File: src/rtl/qenc_pkg.sv
// Shared types and Gray-code helpers for the quadrature encoder emulator.
package qenc_pkg;

   typedef enum logic [1:0] {
      ST_IDLE = 2'd0,
      ST_EDGE = 2'd1,
      ST_HOLD = 2'd2
   } state_t;

   localparam logic DIR_UP   = 1'b1;
   localparam logic DIR_DOWN = 1'b0;

   // Next {a,b} in the up direction: 00 -> 10 -> 11 -> 01 -> 00.
   function automatic logic [1:0] gray_next(input logic [1:0] ab);
      logic [1:0] r;
      case (ab)
         2'b00:   r = 2'b10;
         2'b10:   r = 2'b11;
         2'b11:   r = 2'b01;
         default: r = 2'b00;
      endcase
      return r;
   endfunction

   // Next {a,b} in the down direction: reverse of gray_next.
   function automatic logic [1:0] gray_prev(input logic [1:0] ab);
      logic [1:0] r;
      case (ab)
         2'b00:   r = 2'b01;
         2'b01:   r = 2'b11;
         2'b11:   r = 2'b10;
         default: r = 2'b00;
      endcase
      return r;
   endfunction

endpackage

File: src/rtl/qenc_phase_timer.sv
// Loadable down-counter with a zero flag; used for phase hold and bounce window timing.
module qenc_phase_timer #(
   parameter int unsigned W = 8
) (
   input  logic         clk,
   input  logic         reset_n,
   input  logic         load,
   input  logic [W-1:0] load_val,
   input  logic         en,
   output logic         zero_c
);

   logic [W-1:0] cnt;

   // Load takes priority; otherwise count down while enabled and stop at zero.
   always_ff @(posedge clk or negedge reset_n) begin
      if (!reset_n) begin
         cnt <= '0;
      end else if (load) begin
         cnt <= load_val;
      end else if (en && (cnt != '0)) begin
         cnt <= cnt - W'(1);
      end
   end

   assign zero_c = (cnt == '0);

endmodule

File: src/rtl/quad_encoder_gen.sv
// Quadrature encoder emulator: turns step commands into A/B Gray-code edges spaced
// PHASE_CYCLES apart. Define QENC_BOUNCE_EN to add contact-bounce toggles on each edge.
module quad_encoder_gen
   import qenc_pkg::*;
#(
   parameter int unsigned PHASE_CYCLES   = 1000,
   parameter int unsigned STEP_W         = 8,
   parameter int unsigned CNT_W          = 8,
   parameter int unsigned BOUNCE_TOGGLES = 3
) (
   input  logic              clk,
   input  logic              reset_n,
   input  logic              cmd_valid,
   output logic              cmd_ready,
   input  logic              cmd_dir,
   input  logic [STEP_W-1:0] cmd_steps,
   input  logic              abort,
   output logic              enc_a,
   output logic              enc_b,
   output logic              busy,
   output logic              done,
   output logic [CNT_W-1:0]  position
);

   localparam int unsigned TMR_W = $clog2(PHASE_CYCLES) + 1;

   if (PHASE_CYCLES < 2) begin : g_phase_chk
      $error("quad_encoder_gen: PHASE_CYCLES must be at least 2");
   end

   state_t            state;
   logic              dir_q;
   logic [STEP_W-1:0] remaining;
   logic              abort_seen;
   logic [1:0]        gray;

   logic              accept_c;
   logic              hold_end_c;
   logic              hold_go_c;
   logic              edge_fire_c;
   logic              dir_use_c;
   logic [1:0]        gray_adv_c;
   logic              tmr_zero_c;

   // Edge decision: a fresh non-empty command, or a completed hold with work left and no abort.
   assign accept_c    = cmd_valid && (state == ST_IDLE);
   assign hold_end_c  = (state == ST_HOLD) && tmr_zero_c;
   assign hold_go_c   = hold_end_c && (remaining != '0) && !abort_seen && !abort;
   assign edge_fire_c = (accept_c && (cmd_steps != '0)) || hold_go_c;
   assign dir_use_c   = (state == ST_IDLE) ? cmd_dir : dir_q;
   assign gray_adv_c  = (dir_use_c == DIR_UP) ? gray_next(gray) : gray_prev(gray);

   // Spacing timer: loaded as each edge fires so EDGE plus HOLD spans PHASE_CYCLES.
   qenc_phase_timer #(.W(TMR_W)) u_hold_timer (
      .clk      (clk),
      .reset_n  (reset_n),
      .load     (edge_fire_c),
      .load_val (TMR_W'(PHASE_CYCLES - 1)),
      .en       (state != ST_IDLE),
      .zero_c   (tmr_zero_c)
   );

   // Control FSM with command latch, Gray register and position counter.
   always_ff @(posedge clk or negedge reset_n) begin
      if (!reset_n) begin
         state      <= ST_IDLE;
         cmd_ready  <= 1'b1;
         busy       <= 1'b0;
         done       <= 1'b0;
         dir_q      <= DIR_UP;
         remaining  <= '0;
         abort_seen <= 1'b0;
         gray       <= 2'b00;
         position   <= '0;
      end else begin
         done <= 1'b0;

         if (edge_fire_c) begin
            gray     <= gray_adv_c;
            position <= (dir_use_c == DIR_UP) ? position + CNT_W'(1) : position - CNT_W'(1);
         end

         case (state)
            ST_IDLE: begin
               if (accept_c) begin
                  dir_q      <= cmd_dir;
                  abort_seen <= 1'b0;
                  if (cmd_steps != '0) begin
                     remaining <= cmd_steps - STEP_W'(1);
                     state     <= ST_EDGE;
                     busy      <= 1'b1;
                     cmd_ready <= 1'b0;
                  end else begin
                     done <= 1'b1;
                  end
               end
            end
            ST_EDGE: begin
               abort_seen <= abort_seen | abort;
               state      <= ST_HOLD;
            end
            ST_HOLD: begin
               abort_seen <= abort_seen | abort;
               if (hold_go_c) begin
                  remaining <= remaining - STEP_W'(1);
                  state     <= ST_EDGE;
               end else if (hold_end_c) begin
                  state      <= ST_IDLE;
                  busy       <= 1'b0;
                  done       <= 1'b1;
                  cmd_ready  <= 1'b1;
                  abort_seen <= 1'b0;
               end
            end
            default: begin
               state     <= ST_IDLE;
               busy      <= 1'b0;
               cmd_ready <= 1'b1;
            end
         endcase
      end
   end

`ifdef QENC_BOUNCE_EN
   localparam int unsigned BNC_W = $clog2(2 * BOUNCE_TOGGLES + 1) + 1;

   if (2 * BOUNCE_TOGGLES >= PHASE_CYCLES - 1) begin : g_bounce_chk
      $error("quad_encoder_gen: 2*BOUNCE_TOGGLES must be below PHASE_CYCLES-1");
   end

   logic [1:0] enc_q;
   logic [1:0] bmask;
   logic       bnc_zero_c;

   // Bounce window: counts the toggles applied to the line that just changed.
   qenc_phase_timer #(.W(BNC_W)) u_bounce_timer (
      .clk      (clk),
      .reset_n  (reset_n),
      .load     (edge_fire_c),
      .load_val (BNC_W'(2 * BOUNCE_TOGGLES)),
      .en       (1'b1),
      .zero_c   (bnc_zero_c)
   );

   // Output register: jump to the new code, then toggle the changed line an even number of times.
   always_ff @(posedge clk or negedge reset_n) begin
      if (!reset_n) begin
         enc_q <= 2'b00;
         bmask <= 2'b00;
      end else if (edge_fire_c) begin
         enc_q <= gray_adv_c;
         bmask <= gray ^ gray_adv_c;
      end else if (!bnc_zero_c) begin
         enc_q <= enc_q ^ bmask;
      end
   end

   assign enc_a = enc_q[1];
   assign enc_b = enc_q[0];
`else
   assign enc_a = gray[1];
   assign enc_b = gray[0];
`endif

endmodule

File: config.mk
export PLATFORM = sky130hd
export DESIGN_NAME = quad_encoder_gen
export DESIGN_NICKNAME = d
export VERILOG_FILES = /design/src/rtl/qenc_pkg.sv /design/src/rtl/qenc_phase_timer.sv /design/src/rtl/quad_encoder_gen.sv
export SDC_FILE = /design/constraint.sdc
export NUM_CORES = 1
export LEC_CHECK = 0
export BUFFER_PORTS_ARGS = -buffer_cell sky130_fd_sc_hd__clkbuf_2
export CAP_MARGIN = 5
export CELL_PAD_IN_SITES_DETAIL_PLACEMENT = 0
export CELL_PAD_IN_SITES_GLOBAL_PLACEMENT = 1
export CORE_UTILIZATION = 40
export CTS_CLUSTER_DIAMETER = 80
export CTS_CLUSTER_SIZE = 24
export DETAILED_ROUTE_END_ITERATION = 16
export GPL_ROUTABILITY_DRIVEN = 0
export PLACE_DENSITY = 0.81
export REMOVE_ABC_BUFFERS = 1
export SLEW_MARGIN = 20
export SYNTH_ARGS = -nofsm -noshare
export SYNTH_HDL_FRONTEND = slang
export SYNTH_SLANG_ARGS = --single-unit
File: constraint.sdc
create_clock -name clk -period 3.9 [get_ports clk]
set_clock_uncertainty 0.05 [all_clocks]
set_input_delay 0.39 -clock clk [delete_from_list [all_inputs] [get_ports clk]]
set_output_delay 0.39 -clock clk [all_outputs]
set_load 0.005 [all_outputs]
==> results.sh, run 1 <==
export IMPL_rsz0062_at_grt="false"
export IMPL_synth_most_common_cell="dfrtp_1"
export IMPL_antenna_found_initial=0
export IMPL_rr_endpoint="position[6]"
export IMPL_timing_setup_tns_ns=0
export IMPL_rrSetupSlack_ns=1.02
export IMPL_fin_cells=340
export IMPL_dp_slack_ns=1.01
export IMPL_cts_htree_levels=2
export IMPL_synth_top_cells_by_count="dfrtp_1 (34), nand2_1 (30), o21ai_0 (19)"
export IMPL_avgViaCountPerCell=5.35
export IMPL_firstDrtPassIters=4
export IMPL_ys_ff_latch=36
export IMPL_path_clk_slew_ns=0.08
export IMPL_synth_main_ff_cell="dfrtp_1"
export IMPL_p_per_area_mw_per_mm2=830
export IMPL_cp_start_kind="flop"
export IMPL_wl_per_cell_um=13.3
export IMPL_row_count=26
export IMPL_io_buffers=25
export IMPL_finalWorstSetupSlack_ns=1.02
export IMPL_outcome="finished clean"
export IMPL_dpl_hpwl_um=3360
export IMPL_worstRegToRegCells=11
export IMPL_max_freq_ghz=0.348
export IMPL_syn_cell_area_mm2=0.00224
export IMPL_cp_arrival_ns=3.00
export IMPL_utilization=0.495
export IMPL_layout_nets=296
export IMPL_synth_cells=238
export IMPL_crit_fanout=14
export IMPL_worst_hold_slack_ns=0.179
export IMPL_dieArea_mm2=0.00591
export IMPL_fin_crit_sh=0.737
export IMPL_clockBufferDepth=2
export IMPL_vdd_drop_max_mv=0.517
export IMPL_worst_pin_slew_ns=0.919
export IMPL_yosysWarningCount=0
export IMPL_dieWidth_um=76.9
export IMPL_cts_tree="done"
export IMPL_holdBufCountCts=0
export IMPL_async_reset_ff_frac=1.00
export IMPL_r2r_start="state[1]"
export IMPL_ys_types=48
export IMPL_route_antenna_remaining_nets=0
export IMPL_grt_pass1_vias=1807
export IMPL_grt_pass1_wl_um=8270
export IMPL_avgSynthCellArea_um2=9.43
export IMPL_die_height_um=76.9
export IMPL_power_total_mw=2.15
export IMPL_synth_edf_count=0
export IMPL_diodes=0
export IMPL_relSlewSlack=0.387
export IMPL_synth_area_leaders="dfrtp_1 (38%), ha_1 (7.3%), nand2_1 (5.0%), o21ai_0 (4.2%), xnor2_1 (3.9%)"
export IMPL_ys_seq_area_frac=0.403
export IMPL_cts_buffers=5
export IMPL_fin_area_mm2=0.00259
export IMPL_start_util=0.428
export IMPL_area_growth_pct=15.5
export IMPL_place_area_mm2=0.00246
export IMPL_coreArea_mm2=0.00524
export IMPL_grt_max_degree=37
export IMPL_hp_class="input port to asynchronous set/reset pin"
export IMPL_drv_cap=0
export IMPL_cts_root_buf="clkbuf_8"
export IMPL_leakage_nw=1.13
export IMPL_pin_count=26
export IMPL_hold_viol_final=0
export IMPL_drc=0
export IMPL_end_kind="flop"
export IMPL_first_iter_violations=88
export IMPL_vias=1819
export IMPL_clock_latency_ns=0.29
export IMPL_post_cts_buffers=0
export IMPL_worstPathRequired_ns=4.03
export IMPL_post_route_min_period_ns=2.88
export IMPL_grtUsageTotal=0.174
export IMPL_routed_wl_um=4530
export IMPL_cts_sinks=36
export IMPL_critPathKind="flop to flop"
export IMPL_yosys_area_top_type="dfrtp_1"
export IMPL_cts_resized=0
export IMPL_grt_overflow=0
export IMPL_setup_violations=0
export IMPL_final_max_slew_viol_count=0
export IMPL_synth_top_area_share=0.379
export IMPL_drive_gt1_frac=0.193
export IMPL_dp_cells=332
-- final cells by class --
type                    count  area (um^2)
fillers                   506         2650
multi-input cells         187         1280
flip-flops and latches     36          903
repair buffers             29          155
clock buffers               7         96.3
well taps                  70         87.6
inverters                  10         37.5
clock inverters             1         30.0
-- routing by layer --
metal  global-route usage  vias to the layer above  routed length, um
li1                     -                      913                  -
met1                0.230                      878               2230
met2                0.279                       24               2120
met3               0.0405                        4                135
met4               0.0596                        0                 47
met5                    0                        -                  0
-- worst max-delay path, stage by stage (launching register included) --
cell and delay, ns:
dfrtp_1 0.41, inv_1 0.12, ha_1 0.17, buf_4 0.19, mux2i_1 0.53, ha_1 0.38, a21o_1 0.19, a21oi_1 0.22
o21bai_1 0.10, a21oi_1 0.18, xor2_1 0.15, o21ai_0 0.08
-- flip-flops by register name, indices dropped and copies added (netlist names) --
name,flops
state,2
u_hold_timer.cnt,11
busy,1
gray,2
position,8
done,1
cmd_ready,1
dir_q,1
remaining,8
abort_seen,1
-- cell families after synthesis --
| family | Yosys count | share of synthesized area |
|---|---|---|
| mux | 7 | 0.0335 |
| xor+xnor | 19 | 0.0742 |
| buf+inv | 15 | 0.0262 |
| compound gates | 56 | 0.162 |
| fa+ha+maj | 14 | 0.0814 |
| flops | 36 | 0.403 |
| simple gates | 91 | 0.220 |
-- worst max-delay path by stage --
stage | slack, ns | to | start
6_report | 1.02 | position[6] | state[1]
2_1_floorplan | 0.88 | position[7] | state[0]
3_3_place_gp | 1.13 | position[7] | state[0]
5_1_grt | 0.70 | position[6] | state[1]
3_5_place_dp | 1.01 | position[7] | state[1]
4_1_cts | 0.99 | position[7] | state[0]
-- power by group --
part | switching, mW | total (mW) | internal, mW
Sequential | 0.138 | 0.671 | 0.533
Clock | 0.140 | 0.366 | 0.226
Combinational | 0.605 | 1.11 | 0.509
Total | 0.883 | 2.15 | 1.27
-- placed cells by master (no fill, tap or decap), drive strengths merged, types with 2 or more instances in the layout --
cell    netlist  routed
a31oi         4       4
a22oi         2       2
a21oi         9       9
o211ai        3       3
ha           13      13
or3           4       4
or4           2       2
nor2         13      13
mux2i         3       3
dfrtp        34      34
nor2b         2       2
nand3         9       9
xnor2        10      10
inv          10      10
xor2          9       9
dfstp         2       2
a21o          3       3
o21a          2       2
clkbuf        2      32
buf           3       4
nor3         13      13
nand2        30      30
o21ai        21      21
or2           2       2
nand2b        3       3
o21bai        2       2
nor4          4       4
o31ai         5       5
nor3b         5       5
mux2          4       4
nand4         2       2
Power figures use the tool's default switching activity.
==> run 2, diff against run 1 <==
==> constraint.sdc (replaced) <==
create_clock -name clk -period 2.72 [get_ports clk]
set_clock_uncertainty 0.05 [all_clocks]
set_input_delay 0.272 -clock clk [delete_from_list [all_inputs] [get_ports clk]]
set_output_delay 0.272 -clock clk [all_outputs]
set_load 0.005 [all_outputs]
==> run 2 against run 1 <==
Non-clock buffer count is 12 higher. Critical path depth stayed put. Die area stayed put. Clock power hardly changed. Global-route usage is 0.25 points lower. Count of clock-buffer cells in the layout stayed put. Setup slack worse by 0.81 ns. Flip-flop and latch count stayed put. Sequential share of layout area is 0.69 points lower. Register-to-register slack worse by 0.81 ns. Critical endpoint unchanged. Largest cell class unchanged.
==> results.sh, run 2 (synthesis results as in run 1) <==
export IMPL_layout_nets=308
export IMPL_drv_cap=0
export IMPL_routed_wl_um=4540
export IMPL_wl_met3_um=104
export IMPL_layout_common_cells="dfrtp_1 (34), nand2_1 (30), clkbuf_2 (25)"
export IMPL_post_route_min_period_ns=2.51
export IMPL_drc=0
export IMPL_utilization=0.505
export IMPL_p_sw_mw=1.27
export IMPL_power_total_mw=3.02
export IMPL_end_kind="flop"
export IMPL_clockBufferDepth=2
export IMPL_diodes=0
export IMPL_finalWorstSetupSlack_ns=0.213
export IMPL_cts_buffers=5
export IMPL_switching_share=0.419
export IMPL_wl_per_cell_um=12.9
export IMPL_antenna_found_initial=0
export IMPL_cts_htree_levels=2
export IMPL_largest_register="u_hold_timer.cnt"
export IMPL_route_antenna_remaining_nets=0
export IMPL_worstRegToRegCells=11
export IMPL_cts_sinks=36
export IMPL_hp_class="input port to asynchronous set/reset pin"
export IMPL_dpl_hpwl_um=3380
export IMPL_die_height_um=76.9
export IMPL_vias=1820
export IMPL_fin_crit_sh=0.922
export IMPL_cp_start_kind="flop"
export IMPL_power_frac_comb=0.561
export IMPL_row_count=26
export IMPL_wl_met1_um=2310
export IMPL_path_clk_slew_ns=0.07
export IMPL_leakage_nw=1.17
export IMPL_io_buffers=25
export IMPL_cp_arrival_ns=2.60
export IMPL_firstDrtPassIters=4
export IMPL_grtUsageTotal=0.172
export IMPL_final_common_cell="dfrtp_1"
export IMPL_area_growth_pct=17.8
export IMPL_first_iter_violations=66
export IMPL_dieArea_mm2=0.00591
export IMPL_dp_slack_ns=0.194
export IMPL_relSlewSlack=0.402
export IMPL_rsz0062_at_grt="true"
export IMPL_cts_tree="done"
export IMPL_avgViaCountPerCell=5.17
export IMPL_grt_pass1_wl_um=8160
export IMPL_power_clock_fraction=0.120
export IMPL_grt_overflow=0
export IMPL_setup_violations=0
export IMPL_p_per_area_mw_per_mm2=1140
export IMPL_worstPathRequired_ns=2.81
export IMPL_p_seq_frac=0.319
export IMPL_grt_pass1_vias=1771
export IMPL_drive_gt1_frac=0.227
export IMPL_grt_max_degree=37
export IMPL_crit_fanout=9
export IMPL_coreArea_mm2=0.00524
export IMPL_reg_top3="u_hold_timer.cnt (11), position (8), remaining (8)"
export IMPL_vdd_drop_max_mv=0.728
export IMPL_wl_met2_um=2080
export IMPL_final_max_slew_viol_count=0
export IMPL_pin_count=26
export IMPL_max_freq_ghz=0.399
export IMPL_hold_viol_final=0
export IMPL_outcome="finished clean"
export IMPL_worst_pin_slew_ns=0.897
export IMPL_critPathKind="flop to flop"
export IMPL_internal_power_mw=1.76
export IMPL_holdBufCountCts=0
export IMPL_worst_hold_slack_ns=0.0498
export IMPL_largest_reg_flops=11
export IMPL_highest_layer="met4"
export IMPL_clock_latency_ns=0.28
export IMPL_cts_root_buf="clkbuf_8"
export IMPL_dieWidth_um=76.9
export IMPL_start_util=0.428
## run 2: final cells by class
type	instances	area, um^2
inverter	10	37.5
clock buffer	7	76.3
fill	507	2590
sequential	36	903
clock inverter	1	5.00
tap	70	87.6
multi-input combinational	187	1290
timing repair buffer	41	245
## run 2: through the flow
stage	TNS [ns]	instance area, um^2	instances
after global routing	-0.00340	2640	352
final	0	2640	352
after floorplan	-0.672	2220	233
after CTS	0	2610	348
after detailed placement	0	2520	340
after global placement	0	2520	340
## run 2: power groups by stage
stage / clock, mW / sequential, mW / combinational [mW]
2_1_floorplan: 0 / 0.939 / 1.20
3_3_place_gp: 0 / 0.968 / 1.62
3_5_place_dp: 0 / 0.974 / 1.63
4_1_cts: 0.381 / 0.964 / 1.65
5_1_grt: 0.398 / 1.01 / 1.93
6_report: 0.363 / 0.964 / 1.70
## run 2: routing by layer
| metal | vias up | GRT usage |
|---|---|---|
| met5 | - | 0 |
| met4 | 0 | 0.0558 |
| met3 | 5 | 0.0333 |
| met2 | 20 | 0.270 |
| li1 | 940 | - |
| met1 | 855 | 0.237 |
## run 2: final timing paths
| kind | startpoint | to | slack (ns) |
|---|---|---|---|
| max | state[0] | position[6] | 0.21 |
| min | reset_n | u_hold_timer.cnt[7] | 0.05 |
| max reg2reg | state[0] | position[6] | 0.21 |
| min reg2reg | position[7] | position[7] | 0.43 |
| max in group asynchronous | reset_n | remaining[5] | 2.01 |
| min in group clk | cmd_dir | dir_q | 0.19 |
## run 2: what timing repair did
| action | 4_1_cts | 5_1_grt |
|---|---|---|
| setup buffers | 0 | 4 |
| setup endpoints to repair | 0 | 3 |
| gates resized for setup | 0 | 2 |
## run 2: worst max-delay path: stages, from the launching register on
cell and delay [ns]:
dfrtp_1 0.42, inv_1 0.09, ha_1 0.22, mux2i_1 0.12, buf_4 0.17, fa_1 0.40, a21o_1 0.17, a21oi_1 0.22
o21bai_1 0.10, a21oi_1 0.17, xor2_1 0.15, o21ai_0 0.08
